### src/rtl/mul_arb_pkg.sv
// Shared types, defaults and round-robin helper for the
// multiplier arbiter and its iterative multiplier.
package mul_arb_pkg;

    localparam int DEF_WIDTH = 16;
    localparam int DEF_N_REQ = 4;
    localparam int MAX_REQ   = 8;
    localparam int IDX_W     = 3;
    localparam int SUM_W     = IDX_W + 1;

    typedef enum logic [1:0] {
        ST_IDLE = 2'd0,
        ST_LOAD = 2'd1,
        ST_RUN  = 2'd2,
        ST_DONE = 2'd3
    } arb_state_t;

    typedef enum logic [1:0] {
        MS_IDLE = 2'd0,
        MS_ADD  = 2'd1,
        MS_FIN  = 2'd2
    } mul_state_t;

    // First set request at ptr+1, ptr+2, ... wrapping modulo n.
    function automatic logic [IDX_W-1:0] rr_pick(
        input logic [MAX_REQ-1:0] req,
        input logic [IDX_W-1:0]   ptr,
        input int                 n
    );
        logic [SUM_W-1:0] s;
        logic             found;
        rr_pick = ptr;
        found   = 1'b0;
        for (int k = 1; k <= MAX_REQ; k++) begin
            s = {1'b0, ptr} + SUM_W'(k);
            if (s >= SUM_W'(n))
                s = s - SUM_W'(n);
            if (!found && k <= n && req[s[IDX_W-1:0]]) begin
                rr_pick = s[IDX_W-1:0];
                found   = 1'b1;
            end
        end
    endfunction

endpackage

### src/rtl/mul_arbiter_mul_iter.sv
// Repeated-addition multiplier: b additions of a, then a
// one-cycle done pulse. b=0 reports done at the start edge.
module mul_iter
    import mul_arb_pkg::*;
#(
    parameter int WIDTH = DEF_WIDTH
) (
    input  logic             Clk,
    input  logic             Rst_n,
    input  logic             start,
    input  logic [WIDTH-1:0] a,
    input  logic [WIDTH-1:0] b,
    output logic [WIDTH-1:0] r,
    output logic             done
);

    mul_state_t       r_state;
    logic [WIDTH-1:0] r_acc;
    logic [WIDTH-1:0] r_cnt;
    logic             r_done;

    // Accumulate a once per cycle until b additions are made.
    always_ff @(posedge Clk or negedge Rst_n) begin
        if (!Rst_n) begin
            r_state <= MS_IDLE;
            r_acc   <= '0;
            r_cnt   <= '0;
            r_done  <= 1'b0;
        end else begin
            r_done <= 1'b0;
            unique case (r_state)
                MS_IDLE: begin
                    if (start) begin
                        if (b == '0) begin
                            r_acc  <= '0;
                            r_done <= 1'b1;
                        end else begin
                            r_acc   <= a;
                            r_cnt   <= b - WIDTH'(1);
                            r_state <= (b == WIDTH'(1)) ? MS_FIN : MS_ADD;
                        end
                    end
                end
                MS_ADD: begin
                    r_acc <= r_acc + a;
                    r_cnt <= r_cnt - WIDTH'(1);
                    if (r_cnt == WIDTH'(1))
                        r_state <= MS_FIN;
                end
                MS_FIN: begin
                    r_done  <= 1'b1;
                    r_state <= MS_IDLE;
                end
                default: r_state <= MS_IDLE;
            endcase
        end
    end

    assign r    = r_acc;
    assign done = r_done;

endmodule

### src/rtl/mul_arbiter.sv
// Round-robin arbiter sharing one iterative multiplier
// among N_REQ level-request / pulse-acknowledge clients.
module mul_arbiter
    import mul_arb_pkg::*;
#(
    parameter int N_REQ = DEF_N_REQ,
    parameter int WIDTH = DEF_WIDTH
) (
    input  logic               Clk,
    input  logic               Rst_n,
    input  logic [N_REQ-1:0]   req,
    input  logic [N_REQ*WIDTH-1:0] a_in,
    input  logic [N_REQ*WIDTH-1:0] b_in,
    output logic [N_REQ-1:0]   gnt,
    output logic [N_REQ-1:0]   ack,
    output logic [WIDTH-1:0]   result,
    output logic               busy
);

    arb_state_t       r_state;
    logic [IDX_W-1:0] r_ptr;
    logic [IDX_W-1:0] r_win;
    logic [N_REQ-1:0] r_gnt;
    logic [N_REQ-1:0] r_ack;
    logic [WIDTH-1:0] r_result;
    logic [WIDTH-1:0] r_a;
    logic [WIDTH-1:0] r_b;
    logic             r_start;

    logic [MAX_REQ-1:0] w_req8;
    logic [IDX_W-1:0]   w_pick;
    logic [WIDTH-1:0]   w_mul_r;
    logic               w_mul_done;

    // Widen the request vector to the helper's fixed width.
    always_comb begin
        w_req8             = '0;
        w_req8[N_REQ-1:0]  = req;
    end

    assign w_pick = rr_pick(w_req8, r_ptr, N_REQ);

    // Arbitration FSM: grant, load operands, wait, acknowledge.
    always_ff @(posedge Clk or negedge Rst_n) begin
        if (!Rst_n) begin
            r_state  <= ST_IDLE;
            r_ptr    <= IDX_W'(N_REQ - 1);
            r_win    <= '0;
            r_gnt    <= '0;
            r_ack    <= '0;
            r_result <= '0;
            r_a      <= '0;
            r_b      <= '0;
            r_start  <= 1'b0;
        end else begin
            r_start <= 1'b0;
            r_ack   <= '0;
            unique case (r_state)
                ST_IDLE: begin
                    if (|req) begin
                        r_win   <= w_pick;
                        r_gnt   <= N_REQ'(1) << w_pick;
                        r_state <= ST_LOAD;
                    end
                end
                ST_LOAD: begin
                    r_a     <= a_in[r_win*WIDTH +: WIDTH];
                    r_b     <= b_in[r_win*WIDTH +: WIDTH];
                    r_start <= 1'b1;
                    r_state <= ST_RUN;
                end
                ST_RUN: begin
                    if (w_mul_done) begin
                        r_result <= w_mul_r;
                        r_ack    <= r_gnt;
                        r_ptr    <= r_win;
                        r_gnt    <= '0;
                        r_state  <= ST_DONE;
                    end
                end
                ST_DONE: r_state <= ST_IDLE;
                default: r_state <= ST_IDLE;
            endcase
        end
    end

    mul_iter #(
        .WIDTH (WIDTH)
    ) u_mul (
        .Clk   (Clk),
        .Rst_n (Rst_n),
        .start (r_start),
        .a     (r_a),
        .b     (r_b),
        .r     (w_mul_r),
        .done  (w_mul_done)
    );

    assign gnt    = r_gnt;
    assign ack    = r_ack;
    assign result = r_result;
    assign busy   = (r_state != ST_IDLE);

endmodule

### config.mk
export PLATFORM = sky130hd
export DESIGN_NAME = mul_arbiter
export DESIGN_NICKNAME = d
export VERILOG_FILES = /design/src/rtl/mul_arb_pkg.sv /design/src/rtl/mul_arbiter_mul_iter.sv /design/src/rtl/mul_arbiter.sv
export SDC_FILE = /design/constraint.sdc
export NUM_CORES = 1
export LEC_CHECK = 0
export CELL_PAD_IN_SITES_DETAIL_PLACEMENT = 1
export CELL_PAD_IN_SITES_GLOBAL_PLACEMENT = 2
export CORE_MARGIN = 2
export CORE_UTILIZATION = 31
export CTS_CLUSTER_SIZE = 24
export DETAILED_ROUTE_END_ITERATION = 16
export PLACE_DENSITY_LB_ADDON = 0.3
export REMOVE_ABC_BUFFERS = 1
export SYNTH_ARGS = -nofsm -noshare
export SYNTH_HDL_FRONTEND = slang
export SYNTH_SLANG_ARGS = --single-unit
### constraint.sdc
create_clock -name Clk -period 3.7 [get_ports Clk]
set_input_delay 0.74 -clock Clk [delete_from_list [all_inputs] [get_ports Clk]]
set_output_delay 0.74 -clock Clk [all_outputs]
set_load 0.005 [all_outputs]
==> reports/metrics.csv <==
stage,metric,value,unit
status,status,completed,
sta,tns,0,ns
drt,drc,0,
cells_and_area,multi_input_area,3540,um2
power_and_ir_drop,cellPowerDensity,755,nW/um2
setup_path,reg2reg_setup_slack,0.63,ns
yosys,yosys-top-cells-area,"dfrtp_1 (38%), mux4_2 (12%), ha_1 (5.0%)",
clock_tree,cts_buffer_depth,2,
placement,post-dp-hpwl,15.4,mm
global_routing,grt_pass1_vias,6079,
drt,viasPerCell,5.39,
yosys,synth_top_cell_area_share,37.8,%
cells_and_area,regArea,2510,um2
floorplanning,core,20400,um2
yosys,yosysMostFrequentCell,dfrtp_1,
cells_and_area,postLayoutCellArea,8640,um2
clock_tree,clkLatencyLatePin,0.35,ns
power_and_ir_drop,ir_drop,0.289,mV
setup_path,reg2reg_depth,8,
setup_path,start_kind,register,
setup_path,r2r-end,gnt[3],
yosys,synthArstFlopShare,100,%
setup_path,critPathArrivalTime,3.29,ns
placement,routabilityCongestion,0.835,
cells_and_area,fin_nets,949,
drt,vias,5731,
yosys,ys_seq_area_share,38.6,%
clock_tree,clk_pin_slew,0.07,ns
sta,rsz0062_at_grt,false,
clock_tree,cts_resized,0,
cells_and_area,layoutNonFillerInstCount,1063,
floorplanning,die_h,149,um
sta,finalSetupViolCount,0,
setup_path,end_kind,register,
drt,wl_met2,10.0,mm
clock_tree,root_buffer,clkbuf_16,
power_and_ir_drop,power,6.53,mW
yosys,synth_edf_count,0,
setup_path,crit_cells,8,
clock_tree,hold_buffers,0,
clock_tree,cts_tree,built,
drt,wl_met1,9.27,mm
setup_path,critPathMaxFanout,13,
sta,period_needed,3.07,ns
global_routing,grt_pass1_wl,32.7,mm
drt,maxUsedRoutingLayer,met4,
sta,tightestPinTransition,0.972,ns
cells_and_area,drive_gt1_share,12.6,%
power_and_ir_drop,p_leak,3.65,nW
setup_path,crit_path_cell_trace,inv_1 -> ha_1 -> mux4_2 -> a222oi_1 -> nand3_1 -> a21o_1 -> o21ai_0 -> o21ai_0,
drt,wl_per_cell,19.3,um
floorplanning,die-area,22100,um2
setup_path,cp_slowest_stage_delay,0.69,ns
setup_path,path_buf_inv,1,
drt,firstDrtPassIters,4,
clock_tree,cts_max_level,3,
yosys,synthesis.area,6490,um2
sta,hold_violations,0,
drt,wl_met3,931,um
drt,ant_nets,0,
clock_tree,postCtsSetupBuffers,0,
setup_path,cp.required,3.93,ns
sta,slew_headroom,34.7,%
yosys,synth_top_cells_by_count,"dfrtp_1 (98), inv_1 (77), o21ai_0 (43)",
floorplanning,rows,52,
floorplanning,io_pins,159,
clock_tree,cts_buffers,9,
floorplanning,initial_core_util,31.9,%
cells_and_area,final.fill_count,2239,
placement,port_buffers,158,
cells_and_area,antenna_cells,0,
drt,first_iter_violations,262,
setup_path,path_class,reg -> reg,
run,max_cap_viol_count,0,
setup_path,cp_slowest_cell,dfstp_2,
setup_path,cp-endpoint,gnt[3],
setup_path,crit_top_cell,o21ai_0,
sta,slew_viol_final,0,
cells_and_area,syn_to_final_growth,33.1,%
setup_path,crit_start,r_ptr[0],
global_routing,grt_max_degree,59,
sta,skew,0.00852,ns
yosys,synth_ff_type,dfrtp_1,
global_routing,antenna_found_initial,0,
placement,dp_cells,1047,
yosys,synth.avg_cell_area,10.0,um2
global_routing,grt_use_total,18.9,%
sta,post-route-period-util,82.9,%
sta,fmax,0.326,GHz
yosys,ys_types,64,
yosys,synthCells,647,
clock_tree,numClockSinks,100,
floorplanning,dieWidth,149,um
setup_path,crit_family,compound AO/OA/AOI/OAI gates,
yosys,synth_warnings,0,
placement,post_dp_cell_area,8340,um2
sta,holdWs,0.464,ns
drt,finalWirelength,20.5,mm
yosys,ys_ff_latch,100,
global_routing,overflow,0,
setup_path,r2r_start,r_ptr[0],
min_path,hp-class,in -> async,
yosys,synth_area_leader_cell,dfrtp_1,
-- worst reg2reg max path, stage by stage, from the launching register on --
cell,delay [ns]
dfstp_2,0.69
inv_1,0.10
ha_1,0.40
mux4_2,0.57
a222oi_1,0.50
nand3_1,0.18
a21o_1,0.23
o21ai_0,0.14
o21ai_0,0.15
-- through the flow --
stage	worst slack (ns)	utilization (%)
floorplan	0.984	-
global placement	0.769	41.0
detailed placement	0.578	41.0
CTS	0.614	42.4
global route	0.387	42.4
finish	0.633	42.4
-- layout by cell type (no fill, tap or decap), types with 4 or more instances in the layout --
master and instances:
clkdlybuf4s50_1 157, dfrtp_1 96, inv_1 77, o21ai_0 43, o22ai_1 35, mux4_2 34
nand2_1 29, a21oi_1 28, mux2_2 26, ha_1 26, nor2_1 24, xnor2_1 17
nor3_1 16, nand3_1 15, nand2b_1 13, a22oi_1 11, a21o_1 10, buf_4 10
clkbuf_16 9, or3_1 7, nor4_1 7, and3_1 7, xor2_1 6, o21a_1 5
o31ai_1 4, nor2b_1 4, a211oi_1 4, a221o_1 4, clkinv_4 4
-- cell families (layout without fill, tap and decap cells) --
kind of cell,after synthesis,in the layout,synth area share [%]
compound gates,178,178,18.0
fa+ha+maj,27,27,5.32
xor+xnor,23,23,3.10
simple gates,142,142,11.5
mux,62,62,16.6
buf+inv,115,261,6.92
flops,100,100,38.6
-- layout make-up --
cell class | instances | area share [%]
Clock buffer | 9 | 2.61
Clock inverter | 7 | 0.898
Inverter | 77 | 3.34
Multi-Input combinational cell | 432 | 41.0
Sequential cell | 100 | 29.0
Tap cell | 270 | 3.91
Timing Repair Buffer | 168 | 19.3
-- metal layers --
layer | vias to the layer above | track usage, %
met5 | - | 0
met4 | 0 | 5.71
met3 | 17 | 2.69
met2 | 148 | 31.9
met1 | 2910 | 25.2
li1 | 2656 | -
-- registers in the layout, indices dropped and copies added, names as in the netlist --
name,flops
u_mul.done,1
u_mul.r_cnt,16
r_b,16
result,16
r_a,16
ack,4
r_ptr,3
r_state,2
gnt,4
r_win,3
r_start,1
u_mul.r,16
u_mul.r_state,2
-- how the worst min path moves through the flow --
stage | slack, ns | endpoint | from
detailed placement | 0.49 | result[14] | result[14]
CTS | 0.51 | ack[1] | Rst_n
floorplan | 0.44 | ack[0] | Rst_n
finish | 0.46 | r_b[3] | Rst_n
global placement | 0.49 | result[11] | result[11]
global route | 0.52 | result[14] | result[14]
-- power breakdown --
| part | leakage [nW] | internal, mW | switching [mW] | total, mW |
|---|---|---|---|---|
| clock | 0.146 | 0.528 | 0.444 | 0.973 |
| combinational | 2.26 | 1.67 | 1.80 | 3.47 |
| sequential | 1.24 | 1.53 | 0.551 | 2.08 |
Power figures use the tool's default switching activity.
